**src/rtl/uart_rx_ctrl.sv**
```systemverilog
// UART receive controller: 16x oversampled start/data/stop sequencing,
// LSB-first deserialisation, false-start filtering and framing-error flag.
module uart_rx_ctrl #(
  parameter int unsigned D_BIT   = 8,
  parameter int unsigned SB_TICK = 16
) (
  input  logic             clk,
  input  logic             rst,
  input  logic             s_tick,
  input  logic             rx,
  output logic [D_BIT-1:0] dout,
  output logic             rx_done_tick,
  output logic             frame_err,
  output logic             busy
);

  localparam int unsigned SMAX = (SB_TICK > 16) ? SB_TICK : 16;
  localparam int unsigned SW   = $clog2(SMAX);
  localparam int unsigned NW   = $clog2(D_BIT);

  localparam logic [1:0] IDLE  = 2'd0;
  localparam logic [1:0] START = 2'd1;
  localparam logic [1:0] DATA  = 2'd2;
  localparam logic [1:0] STOP  = 2'd3;

  localparam logic [SW-1:0] S_MID  = SW'(7);
  localparam logic [SW-1:0] S_BIT  = SW'(15);
  localparam logic [SW-1:0] S_STOP = SW'(SB_TICK - 1);
  localparam logic [SW-1:0] S_ONE  = SW'(1);
  localparam logic [NW-1:0] N_LAST = NW'(D_BIT - 1);
  localparam logic [NW-1:0] N_ONE  = NW'(1);

  logic [1:0]       state;
  logic [SW-1:0]    s;
  logic [NW-1:0]    n;
  logic [D_BIT-1:0] b;
  logic             rx_meta;
  logic             rx_s;

  always_ff @(posedge clk or negedge rst) begin
    if (!rst) begin
      rx_meta      <= 1'b1;
      rx_s         <= 1'b1;
      state        <= IDLE;
      s            <= '0;
      n            <= '0;
      b            <= '0;
      dout         <= '0;
      rx_done_tick <= 1'b0;
      frame_err    <= 1'b0;
      busy         <= 1'b0;
    end else begin
      rx_meta      <= rx;
      rx_s         <= rx_meta;
      rx_done_tick <= 1'b0;
      case (state)
        IDLE: begin
          // Edge detection runs every clock, independent of s_tick.
          if (!rx_s) begin
            state <= START;
            s     <= '0;
            busy  <= 1'b1;
          end
        end
        START: begin
          if (s_tick) begin
            if (s == S_MID) begin
              if (!rx_s) begin
                state <= DATA;
                s     <= '0;
                n     <= '0;
              end else begin
                state <= IDLE;
                busy  <= 1'b0;
              end
            end else begin
              s <= s + S_ONE;
            end
          end
        end
        DATA: begin
          if (s_tick) begin
            if (s == S_BIT) begin
              s <= '0;
              b <= {rx_s, b[D_BIT-1:1]};
              if (n == N_LAST) state <= STOP;
              else             n     <= n + N_ONE;
            end else begin
              s <= s + S_ONE;
            end
          end
        end
        STOP: begin
          if (s_tick) begin
            if (s == S_STOP) begin
              state        <= IDLE;
              busy         <= 1'b0;
              dout         <= b;
              frame_err    <= ~rx_s;
              rx_done_tick <= 1'b1;
            end else begin
              s <= s + S_ONE;
            end
          end
        end
        default: begin
          state <= IDLE;
          busy  <= 1'b0;
        end
      endcase
    end
  end

endmodule

```
**config.mk**
```make
export PLATFORM = sky130hd
export DESIGN_NAME = uart_rx_ctrl
export DESIGN_NICKNAME = d
export VERILOG_FILES = /design/src/rtl/uart_rx_ctrl.sv
export SDC_FILE = /design/constraint.sdc
export NUM_CORES = 1
export LEC_CHECK = 0
export CORE_MARGIN = 2
export CORE_UTILIZATION = 25
export DETAILED_ROUTE_END_ITERATION = 10
export HOLD_SLACK_MARGIN = 0.02
export PLACE_DENSITY = 0.44
export SYNTH_ARGS = -nofsm -noshare
export SYNTH_HDL_FRONTEND = slang
export SYNTH_SLANG_ARGS = --single-unit
```
**constraint.sdc**
```tcl
create_clock -name clk -period 2.1 [get_ports clk]
set_input_delay 0.315 -clock clk [delete_from_list [all_inputs] [get_ports clk]]
set_output_delay 0.315 -clock clk [all_outputs]
set_load 0.01 [all_outputs]
```
==> results of run 1 <==
Yosys cell counts, drive strengths merged:
cell type / instances
a211o: 1
a21oi: 3
a221oi: 1
a22o: 1
a22oi: 1
a31o: 1
a31oi: 1
buf: 4
clkbuf: 1
dfrtp: 28
dfstp: 2
ha: 3
inv: 4
mux2: 20
nand2: 4
nand3: 2
nand4: 3
nor2: 8
nor3b: 3
o21a: 1
o21ai: 9
o21bai: 2
o221ai: 1
o31ai: 2
o41ai: 1
or2b: 1
or3b: 1
xnor2: 1
layout make-up:
cell class                 instances  area (µm²)  area share (%)
sequential                        30         753            43.9
multi-input combinational         71         577            33.6
timing repair buffer              19         190            11.1
tap                               72        90.1            5.25
clock buffer                       7        86.3            5.03
inverter                           4        15.0           0.875
clock inverter                     1        5.00           0.292
worst reg2reg max path, delay by kind of cell (launching register included):
kind | cells | cell delay (ns)
AO/OA/AOI/OAI | 2 | 0.50
adder cells (fa/ha/maj) | 1 | 0.34
flip-flops | 1 | 0.38
multiplexers | 1 | 0.34
AND/OR/NAND/NOR | 1 | 0.14
registers in the layout, summed over array words and instances (netlist names), named ones only:
| name | count |
|---|---|
| rx_s | 1 |
| s | 4 |
| b | 8 |
| state | 1 |
| rx_done_tick | 1 |
| rx_meta | 1 |
| frame_err | 1 |
| dout | 8 |
| n | 3 |
| busy | 1 |
report_power, final:
group          internal (µW)  total (µW)  leakage [µW]  switching, µW
clock network            264         475     0.0000482            211
logic                    183         397      0.000331            214
registers                644         732      0.000394           88.1
stage by stage:
| step | hold slack [ns] | cells | setup WS (ns) |
|---|---|---|---|
| after CTS | 0.363 | 204 | 0.263 |
| after floorplan | 0.0194 | 110 | 0.398 |
| after global placement | 0.347 | 196 | 0.171 |
| final | 0.359 | 204 | 0.284 |
| after detailed placement | 0.353 | 196 | 0.136 |
| after global routing | 0.367 | 204 | 0.115 |
layer usage:
metal / wire length (µm) / track usage, % / vias to the layer above
met4: 42 / 4.21 / 0
li1: - / - / 441
met5: 0 / 0 / -
met1: 1260 / 12.4 / 461
met3: 129 / 2.99 / 7
met2: 1330 / 15.9 / 24
cell families (layout without fill, tap and decap cells):
kind of cell,count (synthesis),count (layout)
multiplexers,20,20
adder cells (fa/ha/maj),3,3
AO/OA/AOI/OAI,25,25
buffers and inverters,9,31
XOR/XNOR,1,1
flip-flops,30,30
AND/OR/NAND/NOR,22,22
worst paths after layout:
path	end	cells after the start	slack, ns	startpoint
setup / recovery	n[2]	5	0.28	s[0]
hold / removal	rx_s	0	0.36	rx_meta
setup reg to reg	n[2]	5	0.28	s[0]
hold reg to reg	rx_s	0	0.36	rx_meta
max in group asynchronous	rx_meta	2	1.35	rst
min in group asynchronous	s[2]	2	0.43	rst
cells in the final DEF (no fill, tap or decap), drive strengths merged, types with 2 or more instances in the layout:
master         instances
o21ai                  9
buf                    5
a21oi                  3
clkbuf                 7
o21bai                 2
nor3b                  3
nor2                   8
clkdlybuf4s50         14
nand4                  3
ha                     3
mux2                  20
inv                    4
nand2                  4
nand3                  2
dfrtp                 28
o31ai                  2
dfstp                  2
==> flow_summary.yaml, run 1 <==
run_status:
  outcome: "finished clean"
synthesis:
  ys_ff_latch: 30
  synth_compound_area_share_pct: 12.9
  synth_area_leaders: "dfrtp_1 51%, mux2_2 14%, dfstp_2 3.8%"
  synth_cell_types: 34
  synth.area.mux_share_pct: 16.3
  synth_top_family_by_area: "multiplexers"
  synth_xor_area_share_pct: 0.635
  synth_top_area_share_pct: 50.8
  synth_fa_ha_area_share_pct: 2.72
  syn_area_per_cell_um2: 12.5
  syn_area_um2: 1380
  synth_seq_area_share_pct: 54.6
  yosysTopAreaCell: "dfrtp_1"
  ys.warnings.count: 0
  syn_inst: 110
  yosys.area_share.simple_pct: 9.26
  syn_nets: 117
placement:
  io_buffers: 14
  dpl.hpwl_um: 1880
  gp_congestion: 0.694
  placed_area_um2: 1630
route:
  drc_errors: 0
  routedWlPerCell_um: 13.5
  wl_um: 2760
  routed_via_density: 4.57
  drtPass1Iterations: 4
  route.vias.total: 933
  ant_nets: 0
  drt_iter0_markers: 52
layout:
  drive_gt1_share_pct: 29.5
  fin_util_pct: 31.8
  antennaDiodeCount: 0
  nFillCells: 563
  layout.nets: 138
  fin_area_um2: 1720
  syn_to_final_growth_pct: 24.5
timing:
  finClkSkew_ns: 0.00981
  slew_headroom_pct: 74.2
  max_freq_ghz: 0.551
  setup_violations: 0
  rsz0062_at_grt: "false"
  period_share_pct: 86.5
  worst_pin_slew_ns: 0.387
  fin_crit_ns: 1.82
  final_hold_viol_count: 0
  finalSetupTns_ns: 0
  slew_viol_final: 0
setup_path:
  worstSetupEndpointType: "flop"
  start_kind: "flop"
  cp_data_required_time_ns: 2.26
  crit_fanout: 8
  crit_buf_inv: 0
  cp.arrival_ns: 1.98
  cp_top_family: "compound AO/OA/AOI/OAI gates"
  cp_cell_sequence: "ha_1, nand2_1, o41ai_2, o221ai_2, mux2_1"
  crit_slowest_cell: "dfrtp_1"
  critical_path_class: "reg -> reg"
  cp_slowest_stage_delay_ns: 0.38
die:
  die_w_um: 78.3
  io_pins: 15
  rows: 27
  start_util_pct: 25.5
  fp.dieH_um: 78.3
  core_area_um2: 5410
  die-area_um2: 6130
worst_hold_path:
  hold_path.class: "reg -> reg"
clocking:
  max-clock-path-buffers: 2
  hold_buffers: 0
  h-tree-depth: 2
  cts.reportedPaths.clkPinSlew_ns: 0.07
  clkSinkCount: 30
  cts_resized: 0
  post_cts_buffers: 0
  numCtsBuffers: 5
  root_buffer: "clkbuf_8"
  clkLatencyLatePin_ns: 0.28
  cts_tree: "yes"
flow_run:
  maxCapViolations: 0
global_routing:
  grt_pass1_wl_um: 4730
  gr-total-overflow: 0
  grt_max_degree: 31
  grt_pass1_vias: 992
  antenna_found_initial: 0
  track_usage_pct: 9.89
power_and_ir_drop:
  peakVddDrop_v: 0.000453
  power_leakage_uw: 0.000773
  total_power_uw: 1600
  p_per_area_nw_per_um2: 935
Note: power is estimated with default switching activity, not from simulation.
==> run 2, diff against run 1 <==
--- a/config.mk
+++ b/config.mk
@@ -9,7 +9,6 @@
 export CORE_UTILIZATION = 25
 export DETAILED_ROUTE_END_ITERATION = 10
 export HOLD_SLACK_MARGIN = 0.02
-export PLACE_DENSITY = 0.44
 export SYNTH_ARGS = -nofsm -noshare
 export SYNTH_HDL_FRONTEND = slang
 export SYNTH_SLANG_ARGS = --single-unit
==> run 2 against run 1 <==
Effect of this change: cell area grew 0.80%; maximum frequency shrank 1.9%; register-to-register slack lost 0.03 ns; clock power grew 21%; critical path depth is the same; sequential power shrank 0.7%; clock-buffer cell count shrank 1; critical path type unchanged.
==> flow_summary.yaml, run 2 (synthesis results as in run 1) <==
run_status:
  outcome: "finished clean"
die:
  die_w_um: 78.3
  rows: 27
  core_area_um2: 5410
  fp.dieH_um: 78.3
  die-area_um2: 6130
  io_pins: 15
  start_util_pct: 25.5
route:
  routedWlPerCell_um: 12.7
  routed_via_density: 4.72
  ant_nets: 0
  drc_errors: 0
  wl_um: 2570
  drtPass1Iterations: 4
  route.vias.total: 954
  drt_iter0_markers: 140
setup_path:
  cp_cell_sequence: "ha_1, nand2_1, o41ai_2, o221ai_2, mux2_1"
  crit_fanout: 8
  start_kind: "flop"
  critical_path_class: "reg -> reg"
  cp_data_required_time_ns: 2.26
  rrSetupSlack_ns: 0.25
  cp.arrival_ns: 2.01
  crit_start: "s[0]"
  cp_slowest_stage_delay_ns: 0.38
  worstRegToRegCells: 5
  crit_slowest_cell: "dfrtp_1"
  timing.rr.start: "s[0]"
  worstSetupEndpointType: "flop"
  r2r-end: "n[2]"
placement:
  pre_cts_ws_ns: 0.0436
  dp_cells: 195
  io_buffers: 14
  dpl.hpwl_um: 1830
  gp_congestion: 0.828
timing:
  max_freq_ghz: 0.540
  setup_violations: 0
  worst_pin_slew_ns: 0.391
  final_hold_viol_count: 0
  rsz0062_at_grt: "false"
  finClkSkew_ns: 0.00294
  fin_crit_ns: 1.85
  setup_slack_ns: 0.249
  period_share_pct: 88.1
  finalSetupTns_ns: 0
  slew_headroom_pct: 73.9
  slew_viol_final: 0
global_routing:
  grt_max_degree: 31
  gr-total-overflow: 0
  track_usage_pct: 8.78
  grt_pass1_vias: 940
  antenna_found_initial: 0
  grt_pass1_wl_um: 4270
power_and_ir_drop:
  power_leakage_uw: 0.000777
  p_per_area_nw_per_um2: 987
  peakVddDrop_v: 0.000450
layout:
  antennaDiodeCount: 0
  final_common_cell: "dfrtp_1"
  layout.nets: 137
  instances_no_fill: 202
  reg_top3: "b x8, dout x8, s x4"
  fin_util_pct: 32.0
  syn_to_final_growth_pct: 25.5
  layout_common_cells: "28 x dfrtp_1, 17 x mux2_2, 14 x clkdlybuf4s50_1"
  drive_gt1_share_pct: 29.2
clocking:
  clkLatencyLatePin_ns: 0.28
  cts_tree: "yes"
  post_cts_buffers: 0
  h-tree-depth: 2
  root_buffer: "clkbuf_8"
  numCtsBuffers: 5
  hold_buffers: 0
  cts_resized: 0
  cts.reportedPaths.clkPinSlew_ns: 0.06
  max-clock-path-buffers: 2
  clkSinkCount: 30
flow_run:
  maxCapViolations: 0
worst_hold_path:
  hold_path.startpoint: "rx_meta"
  hold_path.class: "reg -> reg"
  whs_path_depth: 0
  min_to: "rx_s"
==> run 2: cell count changes in the layout (fill, tap and decap cells not counted), sizes merged <==
cell    change
clkbuf      -1
bufinv      +1
clkinv      -1
buf         -1
==> run 2: routing by layer <==
layer | share of wire, % | track usage [%] | vias up | wire [µm]
met5 | 0 | 0 | - | 0
met4 | 1.8 | 4.39 | 0 | 45
met3 | 5.5 | 2.99 | 6 | 140
met2 | 48 | 13.6 | 29 | 1240
met1 | 45 | 10.9 | 478 | 1140
li1 | - | - | 441 | -
==> run 2: worst max path at each step <==
stage / end / slack [ns] / cells past startpoint
CTS: n[2] / 0.24 / 5
floorplan: n[0] / 0.40 / 5
global route: b[3] / 0.13 / 4
detailed placement: b[7] / 0.04 / 4
global placement: b[1] / 0.13 / 4
finish: n[2] / 0.25 / 5
==> run 2: cell type report <==
class	count	area (µm²)
Clock buffer	6	82.6
Clock inverter	1	30.0
Fill cell	552	3670
Inverter	4	15.0
Multi-Input combinational cell	71	577
Sequential cell	30	753
Tap cell	72	90.1
Timing Repair Buffer	18	183
==> run 2: metrics by stage <==
stage	area, µm²	total power, µW	hold WS, ns
2_1_floorplan	1380	1040	0.0194
5_1_grt	1730	1810	0.362
6_report	1730	1710	0.356
3_3_place_gp	1620	1110	0.346
4_1_cts	1730	1730	0.356
3_5_place_dp	1620	1140	0.347
==> run 2: worst max-delay path, delay by kind of cell (launching register included) <==
family	cells	cell delay [ns]
and+or+nand+nor	1	0.13
adders and majority gates	1	0.34
muxes	1	0.35
DFF	1	0.38
AOI/OAI and AO/OA	2	0.53
==> run 2: report_power, final <==
part           internal (µW)  switching, µW
combinational            182            222
sequential               645           82.3
clock                    379            197
==> run 3, diff against run 2 <==
--- a/config.mk
+++ b/config.mk
@@ -8,6 +8,7 @@
 export CORE_MARGIN = 2
 export CORE_UTILIZATION = 25
 export DETAILED_ROUTE_END_ITERATION = 10
+export GPL_TIMING_DRIVEN = 0
 export HOLD_SLACK_MARGIN = 0.02
 export SYNTH_ARGS = -nofsm -noshare
 export SYNTH_HDL_FRONTEND = slang
==> run 3 against run 2 <==
Effect of this change: non-clock buffer count increased by 1; cell count increased by 0.99%; via count decreased by 2.3%; hold slack got worse by 0.30 ns; clock power decreased by 18%; maximum frequency decreased by 0.10%; first-iteration DRC count decreased by 92%; critical endpoint is now dout[6]; core utilization decreased by 0.58 points; combinational power increased by 12%; die area unchanged.
==> flow_summary.yaml, run 3 (synthesis results as in run 1) <==
run_status:
  outcome: "finished clean"
setup_path:
  start_kind: "flop"
  cp_data_required_time_ns: 2.26
  cp.arrival_ns: 2.02
  cp_cell_sequence: "ha_1, clkbuf_2, nand4_2, nor2_2, mux2_2"
  cp_slowest_stage_delay_ns: 0.44
  critical_path_class: "reg -> reg"
  crit_fanout: 9
  crit_slowest_cell: "nor2_2"
  worstSetupEndpointType: "flop"
timing:
  slew_viol_final: 0
  rsz0062_at_grt: "false"
  fin_crit_ns: 1.85
  setup_violations: 0
  slew_headroom_pct: 56.5
  max_freq_ghz: 0.540
  final_hold_viol_count: 0
  finClkSkew_ns: 0.00678
  worst_pin_slew_ns: 0.653
  period_share_pct: 88.2
route:
  drt_iter0_markers: 11
  routed_via_density: 4.57
  wl_um: 2490
  drtPass1Iterations: 4
  routedWlPerCell_um: 12.2
  route.vias.total: 932
  ant_nets: 0
  drc_errors: 0
layout:
  instances_no_fill: 204
  layout.nets: 138
  antennaDiodeCount: 0
  syn_to_final_growth_pct: 23.2
  reg_top3: "b x8, dout x8, s x4"
  final_common_cell: "dfrtp_1"
  layout_common_cells: "28 x dfrtp_1, 17 x mux2_2, 13 x clkdlybuf4s50_1"
  drive_gt1_share_pct: 31.1
die:
  rows: 27
  io_pins: 15
  die_w_um: 78.3
  die-area_um2: 6130
  start_util_pct: 25.5
  core_area_um2: 5410
  fp.dieH_um: 78.3
clocking:
  max-clock-path-buffers: 2
  hold_buffers: 0
  root_buffer: "clkbuf_8"
  numCtsBuffers: 5
  clkLatencyLatePin_ns: 0.28
  post_cts_buffers: 0
  cts_tree: "yes"
  h-tree-depth: 2
  cts_resized: 0
  cts.reportedPaths.clkPinSlew_ns: 0.07
  clkSinkCount: 30
power_and_ir_drop:
  total_power_uw: 1610
  peakVddDrop_v: 0.000506
  p_per_area_nw_per_um2: 950
  power_leakage_uw: 0.000766
worst_hold_path:
  hold_path.class: "in -> async"
placement:
  dp_cells: 196
  dpl.hpwl_um: 1810
  io_buffers: 14
  gp_congestion: 0.735
global_routing:
  antenna_found_initial: 0
  grt_max_degree: 31
  grt_pass1_vias: 962
  grt_pass1_wl_um: 4260
  gr-total-overflow: 0
  track_usage_pct: 8.96
flow_run:
  maxCapViolations: 0
## run 3: routing by layer
metal	routed length, µm	part of all wire (%)	vias to the layer above	global-route usage, %
li1	-	-	441	-
met1	1060	42	459	9.83
met2	1230	50	22	14.8
met3	127	5.1	10	3.45
met4	71	2.9	0	5.09
met5	0	0	-	0
## run 3: report_power, final
group / switching (µW) / internal, µW
sequential: 43.1 / 645
clock: 211 / 263
combinational: 257 / 195
## run 3: final timing paths
check,from,end,slack (ns),cells after the start
worst max-delay path,s[0],dout[6],0.25,5
worst min-delay path,rst,b[7],0.06,1
worst max register to register,s[0],dout[6],0.25,5
worst min register to register,rx_meta,rx_s,0.36,0
max in group asynchronous,rst,s[1],1.62,1
min in group clk,rx_meta,rx_s,0.36,0
## run 3: per-stage QoR
| step | instance area [µm²] | setup TNS, ns | hold WS [ns] | worst slack (ns) | util (%) |
|---|---|---|---|---|---|
| 6_report | 1700 | 0 | 0.0576 | 0.247 | 31.4 |
| 5_1_grt | 1700 | 0 | 0.108 | 0.117 | 31.4 |
| 4_1_cts | 1700 | 0 | 0.359 | 0.218 | 31.5 |
| 3_5_place_dp | 1610 | -0.00904 | 0.350 | -0.00878 | 29.8 |
| 3_3_place_gp | 1610 | -0.00467 | 0.347 | -0.00201 | 29.8 |
| 2_1_floorplan | 1380 | 0 | 0.0194 | 0.398 | - |
## run 3: area by class of cell
cell class                 instances  area [µm²]
multi-input combinational         71         577
clock inverter                     2        12.5
clock buffer                       6        82.6
timing repair buffer              14         135
buffer                             5        33.8
inverter                           4        15.0
tap                               72        90.1
sequential                        30         753
fill                             566        3710
## run 3: critical path, delay by kind of cell (launching register included)
kind / cells / cell delay [ns]
mux: 1 / 0.39
buf+inv: 1 / 0.19
flops: 1 / 0.37
fa+ha+maj: 1 / 0.15
simple gates: 2 / 0.63
